--- config.mk ---
export PLATFORM = sky130hd
export DESIGN_NAME = eu_dispatch
export DESIGN_NICKNAME = d
export VERILOG_FILES = /design/src/rtl/eu_dispatch.sv
export SDC_FILE = /design/constraint.sdc
export NUM_CORES = 1
export LEC_CHECK = 0
export CELL_PAD_IN_SITES_DETAIL_PLACEMENT = 1
export CELL_PAD_IN_SITES_GLOBAL_PLACEMENT = 1
export CORE_MARGIN = 5
export CORE_UTILIZATION = 30
export CTS_BUF_LIST = sky130_fd_sc_hd__clkbuf_8
export DETAILED_ROUTE_END_ITERATION = 10
export PLACE_DENSITY_LB_ADDON = 0.05
export RECOVER_POWER = 100
export SYNTH_ARGS = -nofsm -noshare
export SYNTH_HDL_FRONTEND = slang
export SYNTH_SLANG_ARGS = --single-unit
--- constraint.sdc ---
create_clock -name clk -period 6.79 [get_ports clk]
set_input_delay 2.037 -clock clk [delete_from_list [all_inputs] [get_ports clk]]
set_output_delay 2.037 -clock clk [all_outputs]
set_load 0.05 [all_outputs]
--- src/rtl/eu_dispatch.sv ---
// eu_dispatch: dispatch-side driver for the per-EU issue queues.
//
// Takes one renamed instruction per cycle and writes it into exactly one of NUM_EU issue
// queues. Per-queue credit counters track occupancy (including the write in flight), so a
// queue is never written when full. Eligible EUs are selected round-robin; write strobes and
// payload are registered.
//
// Optional feature: define EU_DISPATCH_STALL_CNT_EN to add the stall_cycles_o port and a
// 32-bit counter of cycles in which a valid instruction was presented but not accepted.
//
// Ports:
//   clk             clock, rising edge
//   reset_n         synchronous active-low reset
//   instr_i         instruction payload from rename
//   instr_eu_mask_i bit i set: EU i may execute the instruction
//   instr_valid_i   instr_i / instr_eu_mask_i valid
//   instr_ready_o   instruction accepted when valid & ready
//   iq_instr_o      registered payload, broadcast to all queues
//   iq_valid_o      registered write strobe per queue, one-hot or zero
//   iq_full_i       full flag from each queue
//   iq_pop_i        one-cycle pulse when a queue's consumer takes an entry
//   stall_cycles_o  stall cycle count (EU_DISPATCH_STALL_CNT_EN only)

package pkg_dtypes;
   typedef struct packed {
      logic [31:0] pc;
      logic [31:0] imm;
      logic [5:0]  rob_id;
   } type_iqueue_entry;
endpackage

module eu_dispatch
   import pkg_dtypes::*;
#(
   parameter int unsigned NUM_EU            = 4,
   parameter int unsigned LOG2_QUEUE_LENGTH = 4
) (
   input  logic                  clk,
   input  logic                  reset_n,
   input  type_iqueue_entry      instr_i,
   input  logic [NUM_EU-1:0]     instr_eu_mask_i,
   input  logic                  instr_valid_i,
   output logic                  instr_ready_o,
   output type_iqueue_entry      iq_instr_o,
   output logic [NUM_EU-1:0]     iq_valid_o,
   input  logic [NUM_EU-1:0]     iq_full_i,
   input  logic [NUM_EU-1:0]     iq_pop_i
`ifdef EU_DISPATCH_STALL_CNT_EN
   ,
   output logic [31:0]           stall_cycles_o
`endif
);

   localparam int unsigned DEPTH = 2 ** LOG2_QUEUE_LENGTH;
   localparam int unsigned CW    = LOG2_QUEUE_LENGTH + 1;
   localparam int unsigned PW    = $clog2(NUM_EU);
   localparam logic [CW-1:0] DEPTH_C = CW'(DEPTH);

   logic [CW-1:0]     cnt [NUM_EU];
   logic [PW-1:0]     rr_ptr;
   logic [PW-1:0]     rr_next;
   logic [PW-1:0]     grant_idx;
   logic [NUM_EU-1:0] elig;
   logic [NUM_EU-1:0] grant;
   logic [NUM_EU-1:0] grant_acc;
   logic              found;
   logic              mask_zero;
   logic              accept;

   // A queue is eligible if the instruction may go there and a credit is free.
   always_comb begin
      elig = '0;
      for (int i = 0; i < NUM_EU; i++) begin
         elig[i] = instr_eu_mask_i[i] & (cnt[i] < DEPTH_C) & ~iq_full_i[i];
      end
   end

   // First eligible queue at or after rr_ptr, with wrap-around.
   always_comb begin
      logic [PW-1:0] idx;
      grant     = '0;
      grant_idx = rr_ptr;
      found     = 1'b0;
      idx       = rr_ptr;
      for (int unsigned k = 0; k < NUM_EU; k++) begin
         idx = PW'((32'(rr_ptr) + k) % NUM_EU);
         if (!found && elig[idx]) begin
            found     = 1'b1;
            grant_idx = idx;
         end
      end
      if (found) begin
         grant[grant_idx] = 1'b1;
      end
   end

   assign rr_next   = PW'((32'(grant_idx) + 32'd1) % NUM_EU);
   assign mask_zero = (instr_eu_mask_i == '0);

   // A zero mask is accepted and dropped so it cannot block the stream.
   assign instr_ready_o = reset_n & ((|elig) | mask_zero);
   assign accept        = instr_valid_i & instr_ready_o;
   assign grant_acc     = accept ? grant : '0;

   always_ff @(posedge clk) begin
      if (!reset_n) begin
         rr_ptr     <= '0;
         iq_valid_o <= '0;
         iq_instr_o <= '0;
         for (int i = 0; i < NUM_EU; i++) begin
            cnt[i] <= '0;
         end
      end else begin
         iq_valid_o <= grant_acc;
         if (|grant_acc) begin
            iq_instr_o <= instr_i;
            rr_ptr     <= rr_next;
         end
         // Credit is taken in the accept cycle so the in-flight write is always counted.
         for (int i = 0; i < NUM_EU; i++) begin
            if (grant_acc[i] && !iq_pop_i[i]) begin
               cnt[i] <= cnt[i] + 1'b1;
            end else if (!grant_acc[i] && iq_pop_i[i] && (cnt[i] != '0)) begin
               cnt[i] <= cnt[i] - 1'b1;
            end
         end
      end
   end

   // A pop from a queue holding no credits means the queues and this block disagree.
   always_ff @(posedge clk) begin
      if (reset_n) begin
         for (int i = 0; i < NUM_EU; i++) begin
            assert (!(iq_pop_i[i] && (cnt[i] == '0)))
               else $error("eu_dispatch: pop from empty queue %0d", i);
         end
      end
   end

`ifdef EU_DISPATCH_STALL_CNT_EN
   always_ff @(posedge clk) begin
      if (!reset_n) begin
         stall_cycles_o <= '0;
      end else if (instr_valid_i && !instr_ready_o) begin
         stall_cycles_o <= stall_cycles_o + 32'd1;
      end
   end
`endif

endmodule

==> results of run 1 <==
==> logic make-up (layout without fill, tap and decap cells) <==
logic type	after synthesis	count (layout)	share of synthesized area
mux	4	4	0.00945
buf+inv	40	192	0.0461
xor+xnor	10	10	0.0201
simple gates	195	195	0.190
fa+ha+maj	18	18	0.0567
flops	96	96	0.486
compound gates	112	112	0.192
==> sequential cells by signal, summed over array words and instances (netlist names) <==
signal      count
rr_ptr          2
iq_valid_o      4
iq_instr_o     70
cnt            20
==> critical path: stages <==
cell and delay, ns:
dlygate4sd3_1 0.53, or3b_1 0.47, nand4_1 0.16, o21a_1 0.13, dlygate4sd3_1 0.87
==> layer usage <==
metal	track usage	wire (um)	up-vias	part of all wire
met1	0.194	5850	1787	0.45
met2	0.265	6140	97	0.47
met5	0	0	-	0
met4	0.0605	272	0	0.021
li1	-	-	1894	-
met3	0.0297	780	16	0.060
==> power breakdown <==
part	internal (mW)	leakage, nW	switching, mW
Clock	0.217	0.118	0.207
Combinational	0.142	1.59	0.206
Sequential	0.626	0.828	0.0261
==> cells in the final DEF (no fill, tap or decap), types with 2 or more instances in the layout <==
cell type	synthesis	routed
o22ai_1	3	3
clkdlybuf4s50_1	0	82
o211ai_1	3	3
edfxtp_1	20	20
xor2_1	6	6
mux2i_1	3	3
fa_1	3	3
a21oi_1	11	11
nand3_1	4	4
xnor2_1	4	4
and2_0	0	5
a21boi_0	3	69
nor3_1	2	2
or4_1	3	3
nor2_1	14	14
o21a_1	2	2
inv_1	13	14
nor2b_1	2	2
bufinv_16	0	2
a21boi_1	68	2
o221ai_1	2	2
dlygate4sd3_1	0	76
a21o_1	7	7
clkbuf_8	0	10
ha_1	15	15
clkinv_2	0	2
buf_4	3	3
or3b_1	3	3
nand3b_1	3	3
a31o_2	3	2
nand2_1	149	149
dfxtp_1	76	76
==> layout make-up <==
| cell class | instances | area [um^2] | area share |
|---|---|---|---|
| Clock inverter | 6 | 82.6 | 0.0131 |
| Timing Repair Buffer | 163 | 1610 | 0.257 |
| Tap cell | 184 | 230 | 0.0367 |
| Multi-Input combinational cell | 339 | 2050 | 0.326 |
| Sequential cell | 96 | 2120 | 0.338 |
| Clock buffer | 10 | 138 | 0.0219 |
| Inverter | 13 | 48.8 | 0.00777 |
==> path summary, 6_finish.rpt <==
kind / start / endpoint / cells after the start
max reg2reg: cnt[1][4] / iq_instr_o[32] / 10
min: iq_instr_o[24] / iq_instr_o[24] / 2
max: instr_eu_mask_i[1] / instr_ready_o / 5
min reg2reg: iq_instr_o[24] / iq_instr_o[24] / 2
==> flow_summary.yaml, run 1 <==
critical_path:
  required_ns: 4.75
  crit_path_end_kind: "output pin"
  rrSetupSlack_ns: 2.67
  critical_path_class: "in -> out"
  startpoint_type: "primary input"
  crit_fanout: 6
  critical_path_arrival_ns: 4.20
timing:
  worst_slack_ns: 0.557
  finalMaxSlewViolations: 72
  fmax_mhz: 160
  max_slew_margin: -0.0470
  fin_worst_skew_ns: 0.00693
  tns_ns: 0
  finalCritPeriodShare: 0.918
  rsz0062_at_grt: "false"
  setup_violations: 0
  worst_pin_slew_ns: 1.57
  finalHoldViolCount: 0
  period_needed_ns: 6.23
  hold_slack_ns: 0.456
global_route:
  grt_max_degree: 84
  overflow: 0
  grt_first_pass_wirelength_mm: 21.0
  grt_usage: 0.155
  antenna_found_initial: 0
  grt_pass1_vias: 4189
min_path:
  min_path_type: "reg -> reg"
die:
  core_area_um2: 14400
  dieArea_um2: 17100
  die_h_um: 131
  ios: 160
  rows: 44
  die_w_um: 131
  initial_core_util: 0.303
clock_tree:
  clk_pin_slew_ns: 0.09
  cts_buffers: 9
  clock-sinks: 96
  cts-root-buf: "clkbuf_8"
  clock_path_buffers: 2
  tritoncts: "yes"
  cts_setup_buffers: 0
  htreeDepth: 3
  worst_skew_pair.late_latency_ns: 0.36
  cts_hold_buf: 0
  cts_resized: 0
detailed_routing:
  first_pass_iters: 4
  viasPerCell: 4.68
  drt-total-wl_mm: 13.0
  drc_errors: 0
  drt_iter0_drc: 124
  vias: 3794
  wl_per_cell_um: 16.1
  ant_nets: 0
run_status:
  status: "finished with violations"
  violations: "capacitance limit, slew limit"
logic_synthesis:
  ys_async_sr_fraction: 0
  syn-num-nets: 578
  synth_seq_cells: 96
  syn_area_um2: 4370
  synth_edf_count: 20
  synthTopCellsByCount: "nand2_1, dfxtp_1, a21boi_1"
  synthTopCellsByArea: "dfxtp_1, edfxtp_1, nand2_1"
  yosysTopAreaCell: "dfxtp_1"
  syn_inst: 475
  synth.most_common_cell: "nand2_1"
  yosys_most_used_dff: "dfxtp_1"
  syn_area_per_cell_um2: 9.20
  synth_cell_type_count: 50
  synth_top_area_share: 0.348
  yosysWarnings: 0
  ys_seq_area_frac: 0.486
place:
  hpwl_mm: 9.41
  place_area_um2: 6070
  gp_congestion: 0.759
  placed_cells: 795
  io_buffers: 159
  pre_cts_ws_ns: 0.645
power:
  p_leak_nw: 2.54
  finalPower_mw: 1.43
  vdd_drop_max_v: 0.000117
  pwr_density_cell_nw_per_um2: 227
cells_and_area:
  diodes: 0
  final_util: 0.435
  fill_cells: 1705
  drive_above_1_share: 0.0431
  final_cell_area_um2: 6280
  final_cells: 811
  nNetsFinal: 725
  syn_to_final_growth_pct: 43.8
job:
  cap_violations: 1
No activity file was read; power rests on OpenSTA's default activity.
==> run 2: changes to the inputs <==
--- a/config.mk
+++ b/config.mk
@@ -11,8 +11,9 @@
 export CORE_UTILIZATION = 30
 export CTS_BUF_LIST = sky130_fd_sc_hd__clkbuf_8
 export DETAILED_ROUTE_END_ITERATION = 10
-export PLACE_DENSITY_LB_ADDON = 0.05
+export PLACE_DENSITY = 0.74
 export RECOVER_POWER = 100
+export SLEW_MARGIN = 5
 export SYNTH_ARGS = -nofsm -noshare
 export SYNTH_HDL_FRONTEND = slang
 export SYNTH_SLANG_ARGS = --single-unit
==> constraint.sdc (replaced) <==
create_clock -name clk -period 5.3 [get_ports clk]
set_input_delay 1.59 -clock clk [delete_from_list [all_inputs] [get_ports clk]]
set_output_delay 1.59 -clock clk [all_outputs]
set_load 0.05 [all_outputs]
==> run 2 against run 1 <==
Compared with the run above: critical path depth unchanged; cell count grew 0.37%; largest cell class unchanged; die area is the same; register-to-register slack worse by 1.0 ns; design area is 0.62% higher; the run now ends clean; global-route usage fell by 0.63 points; hold slack better by 0.0015 ns; via count grew 1.2%.
==> flow_summary.yaml, run 2 (synthesized netlist as in run 1, its figures left out) <==
job:
  cap_violations: 0
place:
  io_buffers: 159
  pre_cts_ws_ns: 0.0192
  place_area_um2: 6120
  hpwl_mm: 9.53
  placed_cells: 798
  gp_congestion: 0.789
power:
  finalPower_mw: 1.83
  vdd_drop_max_v: 0.000166
  pwr_density_cell_nw_per_um2: 289
  p_leak_nw: 2.54
critical_path:
  critical_path_class: "in -> out"
  crit_path_end_kind: "output pin"
  r2r_start: "cnt[1][4]"
  required_ns: 3.71
  crit_fanout: 7
  rrSetupSlack_ns: 1.65
  crit_path_start: "instr_eu_mask_i[2]"
  startpoint_type: "primary input"
  critical_path_arrival_ns: 3.41
cells_and_area:
  syn_to_final_growth_pct: 44.7
  top_register: "iq_instr_o"
  final_cell_area_um2: 6320
  final_cells: 814
  layout.cells.most_common_list: "nand2_1, clkdlybuf4s50_1, dlygate4sd3_1, dfxtp_1, a21boi_0"
  layout_commonest_cell: "nand2_1"
  largest_reg_flops: 70
  diodes: 0
  nNetsFinal: 728
  reg_top3: "iq_instr_o: 70 flops, cnt: 20 flops, iq_valid_o: 4 flops"
  final_util: 0.438
  drive_above_1_share: 0.0492
global_route:
  grt_max_degree: 78
  grt_usage: 0.149
  grt_first_pass_wirelength_mm: 20.1
  grt_pass1_vias: 4119
  overflow: 0
  antenna_found_initial: 0
run_status:
  status: "finished clean"
clock_tree:
  cts-root-buf: "clkbuf_8"
  worst_skew_pair.late_latency_ns: 0.37
  clk_pin_slew_ns: 0.09
  clock_path_buffers: 2
  cts_resized: 0
  cts_buffers: 9
  tritoncts: "yes"
  clock-sinks: 96
  htreeDepth: 3
  cts_hold_buf: 0
  cts_setup_buffers: 0
timing:
  tns_ns: 0
  fin_worst_skew_ns: 0.0170
  finalHoldViolCount: 0
  setup_violations: 0
  worst_pin_slew_ns: 1.34
  hold_slack_ns: 0.457
  fmax_mhz: 200
  max_slew_margin: 0.110
  rsz0062_at_grt: "false"
  period_needed_ns: 5.00
  finalCritPeriodShare: 0.943
  worst_slack_ns: 0.302
  finalMaxSlewViolations: 0
detailed_routing:
  drc_errors: 0
  wl_per_cell_um: 15.6
  drt_iter0_drc: 180
  drt-total-wl_mm: 12.7
  first_pass_iters: 4
  viasPerCell: 4.71
  ant_nets: 0
  vias: 3838
die:
  dieArea_um2: 17100
  die_w_um: 131
  initial_core_util: 0.303
  die_h_um: 131
  ios: 160
  core_area_um2: 14400
  rows: 44
min_path:
  min_from: "iq_instr_o[22]"
  min_path_type: "reg -> reg"
[run 2: final timing paths]
| check | cells after the start | end |
|---|---|---|
| worst min-delay path | 2 | iq_instr_o[22] |
| worst max register to register | 12 | cnt[2][4] |
| worst min register to register | 2 | iq_instr_o[22] |
| worst max-delay path | 5 | instr_ready_o |
[run 2: per-layer routing]
metal  up-vias  part of all wire  track usage
met5         -                 0            0
met4         0             0.017       0.0551
met3        13             0.052       0.0260
met2        86              0.52        0.273
met1      1842              0.41        0.173
li1       1897                 -            -
[run 2: power breakdown]
| group | switching [mW] | leakage (nW) | internal (mW) | total, mW |
|---|---|---|---|---|
| registers | 0.0348 | 0.828 | 0.802 | 0.837 |
| clock network | 0.259 | 0.105 | 0.280 | 0.539 |
| logic | 0.267 | 1.61 | 0.186 | 0.452 |
[run 2: cell type report]
| type | instances | area (um^2) |
|---|---|---|
| Inverter | 13 | 48.8 |
| Multi-Input combinational cell | 339 | 2050 |
| Clock buffer | 10 | 138 |
| Tap cell | 184 | 230 |
| Sequential cell | 96 | 2120 |
| Fill cell | 1671 | 8100 |
| Clock inverter | 6 | 91.3 |
| Timing Repair Buffer | 166 | 1640 |
[run 2: worst max-delay path: stages]
cell and delay [ns]:
dlygate4sd3_1 0.54, or3b_1 0.48, nand4_1 0.35, o21a_1 0.18, clkbuf_2 0.27
==> run 3: changes to the inputs <==
--- a/config.mk
+++ b/config.mk
@@ -13,7 +13,7 @@
 export DETAILED_ROUTE_END_ITERATION = 10
 export PLACE_DENSITY = 0.74
 export RECOVER_POWER = 100
-export SLEW_MARGIN = 5
+export SLEW_MARGIN = 20
 export SYNTH_ARGS = -nofsm -noshare
 export SYNTH_HDL_FRONTEND = slang
 export SYNTH_SLANG_ARGS = --single-unit
==> results of run 3 <==
Same layout as run 2: the final DEF is identical, and so are final timing and power.
